[config.mk]
export PLATFORM = sky130hd
export DESIGN_NAME = ws2812b_strip_ctrl_flat
export DESIGN_NICKNAME = d
export VERILOG_FILES = /design/src/rtl/ws2812b_pkg.sv /design/src/rtl/ws2812b_strip_ctrl_if.sv /design/src/rtl/ws2812b_bit_tx.sv /design/src/rtl/ws2812b_strip_ctrl.sv /design/src/flat_wrapper.sv
export SDC_FILE = /design/constraint.sdc
export NUM_CORES = 1
export LEC_CHECK = 0
export ABC_CLOCK_PERIOD_IN_PS = 7650
export CORE_MARGIN = 1
export CORE_UTILIZATION = 35
export DETAILED_ROUTE_END_ITERATION = 10
export DONT_BUFFER_PORTS = 1
export SYNTH_ARGS = -nofsm -noshare
export SYNTH_HDL_FRONTEND = slang
export SYNTH_HIERARCHICAL = 1
export SYNTH_SLANG_ARGS = --single-unit
[constraint.sdc]
create_clock -name clock -period 7.65 [get_ports clock]
set_input_delay 1.9125 -clock clock [delete_from_list [all_inputs] [get_ports clock]]
set_output_delay 1.9125 -clock clock [all_outputs]
set_load 0.01 [all_outputs]
[src/rtl/ws2812b_pkg.sv]
// Shared constants for the WS2812B strip controller: default NRZ timing,
// bit period, FSM state encoding and GRB field offsets.
package ws2812b_pkg;

  localparam int T1H_DEF     = 43;
  localparam int T1L_DEF     = 20;
  localparam int T0H_DEF     = 20;
  localparam int T0L_DEF     = 43;
  localparam int T_LATCH_DEF = 2600;
  localparam int BIT_PERIOD  = 63;

  // Buffer words are stored {g, r, b}, which is also the wire order.
  localparam int G_OFS = 16;
  localparam int R_OFS = 8;
  localparam int B_OFS = 0;

  typedef enum logic [2:0] {
    ST_IDLE,
    ST_LOAD,
    ST_SEND,
    ST_LATCH,
    ST_DONE
  } state_e;

`ifdef WS2812B_BRIGHTNESS_EN
  function automatic logic [7:0] scale_chan(input logic [7:0] c, input logic [7:0] br);
    logic [16:0] prod;
    prod = 17'(c) * 17'({1'b0, br} + 9'd1);
    return prod[15:8];
  endfunction
`endif

endpackage

[src/rtl/ws2812b_strip_ctrl_if.sv]
// Host-side bus of the strip controller: buffer write port, frame handshake
// and the LED data line.
interface ws2812b_strip_ctrl_if #(
  parameter int ADDR_W = 3
);
  logic              wr_en;
  logic [ADDR_W-1:0] wr_addr;
  logic [7:0]        wr_r;
  logic [7:0]        wr_g;
  logic [7:0]        wr_b;
  logic              start;
  logic              busy;
  logic              done;
  logic              pix_out;

  modport master (
    output wr_en, wr_addr, wr_r, wr_g, wr_b, start,
    input  busy, done, pix_out
  );

  modport slave (
    input  wr_en, wr_addr, wr_r, wr_g, wr_b, start,
    output busy, done, pix_out
  );
endinterface

[src/rtl/ws2812b_bit_tx.sv]
// Single-bit NRZ waveform generator: bit_go restarts the phase counter, the
// line is high for the bit's high time, and bit_last marks the final cycle.
module ws2812b_bit_tx #(
  parameter int T1H = 43,
  parameter int T1L = 20,
  parameter int T0H = 20,
  parameter int T0L = 43
) (
  input  logic clock,
  input  logic reset_n,
  input  logic bit_val,
  input  logic bit_go,
  output logic line,
  output logic bit_last
);
  localparam logic [5:0] HI1   = 6'(T1H);
  localparam logic [5:0] HI0   = 6'(T0H);
  localparam logic [5:0] LAST1 = 6'(T1H + T1L - 1);
  localparam logic [5:0] LAST0 = 6'(T0H + T0L - 1);

  logic [5:0] phase_q, phase_d, phase_nx, hi, last;
  logic       active_q, active_d;
  logic       line_q, line_d;

  always_comb begin
    // NOTE: every output of this block gets a default first so no path leaves it unassigned (no latch).
    hi       = bit_val ? HI1 : HI0;
    last     = bit_val ? LAST1 : LAST0;
    phase_nx = phase_q + 6'd1;
    bit_last = active_q && (phase_q == last);
    phase_d  = phase_q;
    active_d = active_q;
    line_d   = 1'b0;
    if (bit_go) begin
      // Every bit opens high, so the line can rise before bit_val is valid.
      phase_d  = '0;
      active_d = 1'b1;
      line_d   = 1'b1;
    end else if (bit_last) begin
      active_d = 1'b0;
    end else if (active_q) begin
      phase_d = phase_nx;
      line_d  = (phase_nx < hi);
    end
  end

  // NOTE: state registers use non-blocking assignments so all flops update together at the edge.
  always_ff @(posedge clock or negedge reset_n) begin
    if (!reset_n) begin
      phase_q  <= '0;
      active_q <= 1'b0;
      line_q   <= 1'b0;
    end else begin
      phase_q  <= phase_d;
      active_q <= active_d;
      line_q   <= line_d;
    end
  end

  assign line = line_q;
endmodule

[src/rtl/ws2812b_strip_ctrl.sv]
// WS2812B frame scheduler: pixel buffer, GRB serialiser and latch gap.
// Define WS2812B_BRIGHTNESS_EN to add a per-frame brightness scaler.
module ws2812b_strip_ctrl
  import ws2812b_pkg::*;
#(
  parameter int NUM_PIXELS = 8,
  parameter int ADDR_W     = 3,
  parameter int T1H        = T1H_DEF,
  parameter int T1L        = T1L_DEF,
  parameter int T0H        = T0H_DEF,
  parameter int T0L        = T0L_DEF,
  parameter int T_LATCH    = T_LATCH_DEF
) (
  input logic                 clock,
  input logic                 reset_n,
`ifdef WS2812B_BRIGHTNESS_EN
  input logic [7:0]           brightness,
`endif
  ws2812b_strip_ctrl_if.slave bus
);
  localparam int                 LATCH_W    = $clog2(T_LATCH + 1);
  localparam logic [ADDR_W-1:0]  LAST_IDX   = ADDR_W'(NUM_PIXELS - 1);
  localparam logic [LATCH_W-1:0] LATCH_LOAD = LATCH_W'(T_LATCH - 1);

  state_e             state_q, state_d;
  logic [23:0]        buffer_q [NUM_PIXELS];
  logic [23:0]        raw_word, load_word, shift_q, shift_d;
  logic [ADDR_W-1:0]  idx_q, idx_d;
  logic [4:0]         bit_cnt_q, bit_cnt_d;
  logic [LATCH_W-1:0] latch_q, latch_d;
  logic               bit_go, bit_last, line;

  // NOTE: the buffer is a flop array, not a RAM, so reset can clear it.
  always_ff @(posedge clock or negedge reset_n) begin
    if (!reset_n) begin
      for (int i = 0; i < NUM_PIXELS; i++) buffer_q[i] <= '0;
    end else if (bus.wr_en) begin
      for (int i = 0; i < NUM_PIXELS; i++)
        if (bus.wr_addr == ADDR_W'(i)) buffer_q[i] <= {bus.wr_g, bus.wr_r, bus.wr_b};
    end
  end

  always_comb begin
    raw_word = '0;
    for (int i = 0; i < NUM_PIXELS; i++)
      if (idx_q == ADDR_W'(i)) raw_word = buffer_q[i];
  end

`ifdef WS2812B_BRIGHTNESS_EN
  logic [7:0] bright_q;

  always_ff @(posedge clock or negedge reset_n) begin
    if (!reset_n)                              bright_q <= '0;
    else if (state_q == ST_IDLE && bus.start)  bright_q <= brightness;
  end

  assign load_word = {scale_chan(raw_word[G_OFS +: 8], bright_q),
                      scale_chan(raw_word[R_OFS +: 8], bright_q),
                      scale_chan(raw_word[B_OFS +: 8], bright_q)};
`else
  assign load_word = raw_word;
`endif

  always_comb begin
    state_d   = state_q;
    idx_d     = idx_q;
    bit_cnt_d = bit_cnt_q;
    shift_d   = shift_q;
    latch_d   = latch_q;
    bit_go    = 1'b0;
    unique case (state_q)
      ST_IDLE: if (bus.start) begin
        state_d = ST_LOAD;
        idx_d   = '0;
      end
      ST_LOAD: begin
        shift_d   = load_word;
        bit_cnt_d = 5'd23;
        bit_go    = 1'b1;
        state_d   = ST_SEND;
      end
      ST_SEND: if (bit_last) begin
        shift_d = {shift_q[22:0], 1'b0};
        if (bit_cnt_q != '0) begin
          bit_cnt_d = bit_cnt_q - 5'd1;
          bit_go    = 1'b1;
        end else if (idx_q == LAST_IDX) begin
          state_d = ST_LATCH;
          latch_d = LATCH_LOAD;
        end else begin
          idx_d   = idx_q + ADDR_W'(1);
          state_d = ST_LOAD;
        end
      end
      ST_LATCH: begin
        if (latch_q == '0) state_d = ST_DONE;
        else               latch_d = latch_q - LATCH_W'(1);
      end
      ST_DONE: state_d = ST_IDLE;
      default: state_d = ST_IDLE;
    endcase
  end

  always_ff @(posedge clock or negedge reset_n) begin
    if (!reset_n) begin
      state_q   <= ST_IDLE;
      idx_q     <= '0;
      bit_cnt_q <= '0;
      shift_q   <= '0;
      latch_q   <= '0;
    end else begin
      state_q   <= state_d;
      idx_q     <= idx_d;
      bit_cnt_q <= bit_cnt_d;
      shift_q   <= shift_d;
      latch_q   <= latch_d;
    end
  end

  ws2812b_bit_tx #(
    .T1H(T1H), .T1L(T1L), .T0H(T0H), .T0L(T0L)
  ) u_bit_tx (
    .clock    (clock),
    .reset_n  (reset_n),
    .bit_val  (shift_q[23]),
    .bit_go   (bit_go),
    .line     (line),
    .bit_last (bit_last)
  );

  assign bus.pix_out = line;
  assign bus.busy    = (state_q == ST_LOAD) || (state_q == ST_SEND) || (state_q == ST_LATCH);
  assign bus.done    = (state_q == ST_DONE);
endmodule

[src/flat_wrapper.sv]
// flat-port wrapper written by rule: the top's interface ports become plain ports
module ws2812b_strip_ctrl_flat import ws2812b_pkg::*;
#(
  parameter int NUM_PIXELS = 8,
  parameter int ADDR_W     = 3,
  parameter int T1H        = T1H_DEF,
  parameter int T1L        = T1L_DEF,
  parameter int T0H        = T0H_DEF,
  parameter int T0L        = T0L_DEF,
  parameter int T_LATCH    = T_LATCH_DEF
)
  (clock, reset_n, bus_wr_en, bus_wr_addr, bus_wr_r, bus_wr_g, bus_wr_b, bus_start, bus_busy, bus_done, bus_pix_out);
  ws2812b_strip_ctrl_if #(.ADDR_W(ADDR_W)) bus_i ();
  input logic clock;
  input logic reset_n;
  input wire logic [$bits(bus_i.wr_en)-1:0] bus_wr_en;
  input wire logic [$bits(bus_i.wr_addr)-1:0] bus_wr_addr;
  input wire logic [$bits(bus_i.wr_r)-1:0] bus_wr_r;
  input wire logic [$bits(bus_i.wr_g)-1:0] bus_wr_g;
  input wire logic [$bits(bus_i.wr_b)-1:0] bus_wr_b;
  input wire logic [$bits(bus_i.start)-1:0] bus_start;
  output wire logic [$bits(bus_i.busy)-1:0] bus_busy;
  output wire logic [$bits(bus_i.done)-1:0] bus_done;
  output wire logic [$bits(bus_i.pix_out)-1:0] bus_pix_out;
  assign bus_i.wr_en = bus_wr_en;
  assign bus_i.wr_addr = bus_wr_addr;
  assign bus_i.wr_r = bus_wr_r;
  assign bus_i.wr_g = bus_wr_g;
  assign bus_i.wr_b = bus_wr_b;
  assign bus_i.start = bus_start;
  assign bus_busy = bus_i.busy;
  assign bus_done = bus_i.done;
  assign bus_pix_out = bus_i.pix_out;
  ws2812b_strip_ctrl #(.NUM_PIXELS(NUM_PIXELS), .ADDR_W(ADDR_W), .T1H(T1H), .T1L(T1L), .T0H(T0H), .T0L(T0L), .T_LATCH(T_LATCH)) u_core (.clock(clock), .reset_n(reset_n), .bus(bus_i));
endmodule
==> impl_metrics.csv <==
group,metric,value,unit
run_status,status,"complete, no violations",
clock_network,path_clk_slew,0.06,ns
route,totalWireLength,30100,um
route,vias,8237,
yosys,ys_types,71,
sta,rsz0062_at_grt,"false",
global_routing,grt_first_pass_wirelength,48800,um
placed_design,dpl.cell_count,1401,
sta,max_slew_margin,20.7,%
sta,fin_skew,0.0206,ns
global_routing,grt_pass1_vias,8437,
clock_network,cts.sinks,247,
yosys,synth_top_area_share,50.9,%
critical_path,crit_slowest_cell,"nand2b_1",
yosys,synth_edf_count,0,
yosys,ys_warn_count,6,
sta,finalCritPeriodShare,55.8,%
yosys,synth_flop_cell,"dfrtp_1",
yosys,ys_ff_latch,247,
critical_path,critical_path_class,"flip-flop to flip-flop",
clock_network,clock_latency,0.55,ns
yosys,yosysTopAreaCell,"dfrtp_1",
critical_path,worstSetupStartpointType,"flip-flop",
layout,finalNonFillerCells,1449,
critical_path,critPathLaunch,"u_core/idx_q[2]",
sta,slew_viol_final,0,
critical_path,cp.arrival,4.73,ns
power_and_ir_drop,leakage,5.55,nW
critical_path,crit_required,8.11,ns
sta,fin_tns_setup,0,ns
sta,fin_crit,4.27,ns
clock_network,root_buffer,"clkbuf_16",
route,drcViolationCount,0,
sta,hold_viol,0,
floorplan,die_width,188,um
global_routing,grt_max_degree,248,
sta,fmax,234,MHz
critical_path,cp-end-kind,"flip-flop",
global_routing,track_usage,17.2,%
route,vias_per_cell,5.68,
yosys,synthCells,1012,
critical_path,cp_top_family,"buffers and inverters",
yosys,netlist_area,0.0121,mm2
clock_network,hold_buffers,0,
critical_path,rrSetupSlack,3.38,ns
worst_hold_path,hp-class,"flip-flop to flip-flop",
route,first_pass_iters,4,
yosys,ys_seq_area_share,50.9,%
clock_network,post_cts_buffers,0,
layout,num-nets-final,1030,
yosys,synth_nets,1060,
sta,setup_viol,0,
placed_design,place_congestion,0.790,
critical_path,r2r_end,"u_core/shift_q[12]",
route,drtIter0Drc,547,
layout,syn_to_final_growth,10.9,%
layout,drive_above_1_share,29.7,%
clock_network,ctsResizeCount,0,
floorplan,chipHeight,188,um
yosys,async_flop_share,100,%
yosys,yosys-top-cells-area,"dfrtp_1, mux2_2, a221o_1",
power_and_ir_drop,ir_drop,0.174,mV
critical_path,rr_worst_depth,7,
placed_design,io_buffers,0,
floorplan,io_pins,34,
critical_path,critPathBufInv,2,
critical_path,r2r-start,"u_core/idx_q[2]",
clock_network,cts_tree,"yes",
critical_path,path_depth,7,
critical_path,slowest_delay,0.94,ns
global_routing,grt_overflow,0,
critical_path,worstPathCellList,"inv_1 > ha_1 > buf_4 > nand2b_1 > o221a_2 > a311oi_1 > o21ai_0",
yosys,syn_avg_cell_area,12.0,um2
critical_path,endpoint,"u_core/shift_q[12]",
sta,worst_slew_pin_slew,1.19,ns
floorplan,row_count,67,
global_routing,grt_antenna_before_repair,0,
power_and_ir_drop,power.density,244,mW/mm2
route,ant_nets,0,
floorplan,start_util,35.9,%
clock_network,htreeDepth,1,
route,wl_per_cell,20.8,um
layout,antenna_cells,0,
critical_path,worst-path-max-fanout,24,
layout,n_fill_cell,3282,
placed_design,dp_hpwl,16900,um
floorplan,core,0.0339,mm2
clock_network,cts_buffer_depth,3,
floorplan,dieArea,0.0354,mm2
layout,layout_commonest_cell,"dfrtp_1",
layout,layout_common_cells,"dfrtp_1, mux2_2, o21ai_0",
clock_network,cts_buffers,27,
flow_run,max_cap_viol_count,0,
-- metrics by stage --
stage	hold WS, ns	setup slack [ns]	power (mW)	utilization, %	cell area (um2)
finish	0.478	3.38	3.29	39.7	13500
detailed placement	0.475	3.39	2.01	37.1	12600
global placement	0.467	3.44	1.99	37.1	12600
CTS	0.483	3.37	3.33	39.7	13500
global route	0.507	3.14	3.43	39.7	13500
floorplan	0.450	4.29	1.92	-	12100
-- Yosys cell counts (5+ instances only) --
master	n
nand2_1	23
nor2b_1	7
nand3_1	7
or2_2	5
o221a_2	20
nand2b_1	22
nand4_1	5
mux2_2	191
o21ai_0	67
ha_1	17
inv_1	44
a21oi_1	35
xor2_1	5
a31oi_1	5
o21ai_1	5
buf_2	18
mux2i_1	7
dfrtp_1	247
nor3_1	9
nor2_1	19
nand3b_1	26
clkbuf_1	57
a311oi_1	23
a221oi_1	26
a221o_1	44
-- per-layer routing --
layer,routed length (um),track usage [%],up-vias
li1,-,-,3758
met1,14000,23.8,4244
met2,14100,28.1,196
met3,1470,2.51,39
met4,626,4.91,0
met5,0,0,-
-- area by class of cell --
cell class,count,area [um2],share of cell area [%]
Sequential cell,247,6180,45.9
Multi-Input combinational cell,642,5510,40.9
Clock buffer,42,792,5.88
Tap cell,448,561,4.16
Inverter,44,165,1.23
Timing Repair Buffer,20,150,1.12
Clock inverter,6,98.8,0.734
-- worst min path at each step --
stage / startpoint / end / cells after the start / slack, ns
after floorplan: u_core/latch_q[0] / u_core/latch_q[0] / 1 / 0.45
after global placement: u_core/latch_q[0] / u_core/latch_q[0] / 1 / 0.47
after detailed placement: u_core/latch_q[0] / u_core/latch_q[0] / 1 / 0.47
after CTS: u_core/latch_q[0] / u_core/latch_q[0] / 1 / 0.48
after global routing: u_core/buffer_q[100] / u_core/buffer_q[100] / 1 / 0.51
final: u_core/latch_q[0] / u_core/latch_q[0] / 1 / 0.48
-- state kept, by name (all words and copies together), names as in the netlist --
| register | flops |
|---|---|
| u_core/buffer_q | 192 |
| u_core/shift_q | 24 |
| u_core/latch_q | 12 |
| u_core/u_bit_tx/phase_q | 6 |
| u_core/bit_cnt_q | 5 |
| u_core/idx_q | 3 |
| u_core/state_q | 3 |
| u_core/u_bit_tx/active_q | 1 |
| u_core/u_bit_tx/line | 1 |
-- logic make-up after synthesis --
| family | Yosys count | synth area share, % |
|---|---|---|
| simple gates | 163 | 8.49 |
| flops | 247 | 50.9 |
| buf+inv | 123 | 4.06 |
| fa+ha+maj | 17 | 1.75 |
| mux | 200 | 18.5 |
| xor+xnor | 6 | 0.433 |
| compound gates | 256 | 15.8 |
-- power breakdown --
group	switching (mW)	internal [mW]	total [mW]
clock	0.526	0.779	1.31
sequential	0.130	1.53	1.66
combinational	0.0984	0.223	0.321
total	0.755	2.54	3.29
Power figures use the tool's default switching activity.
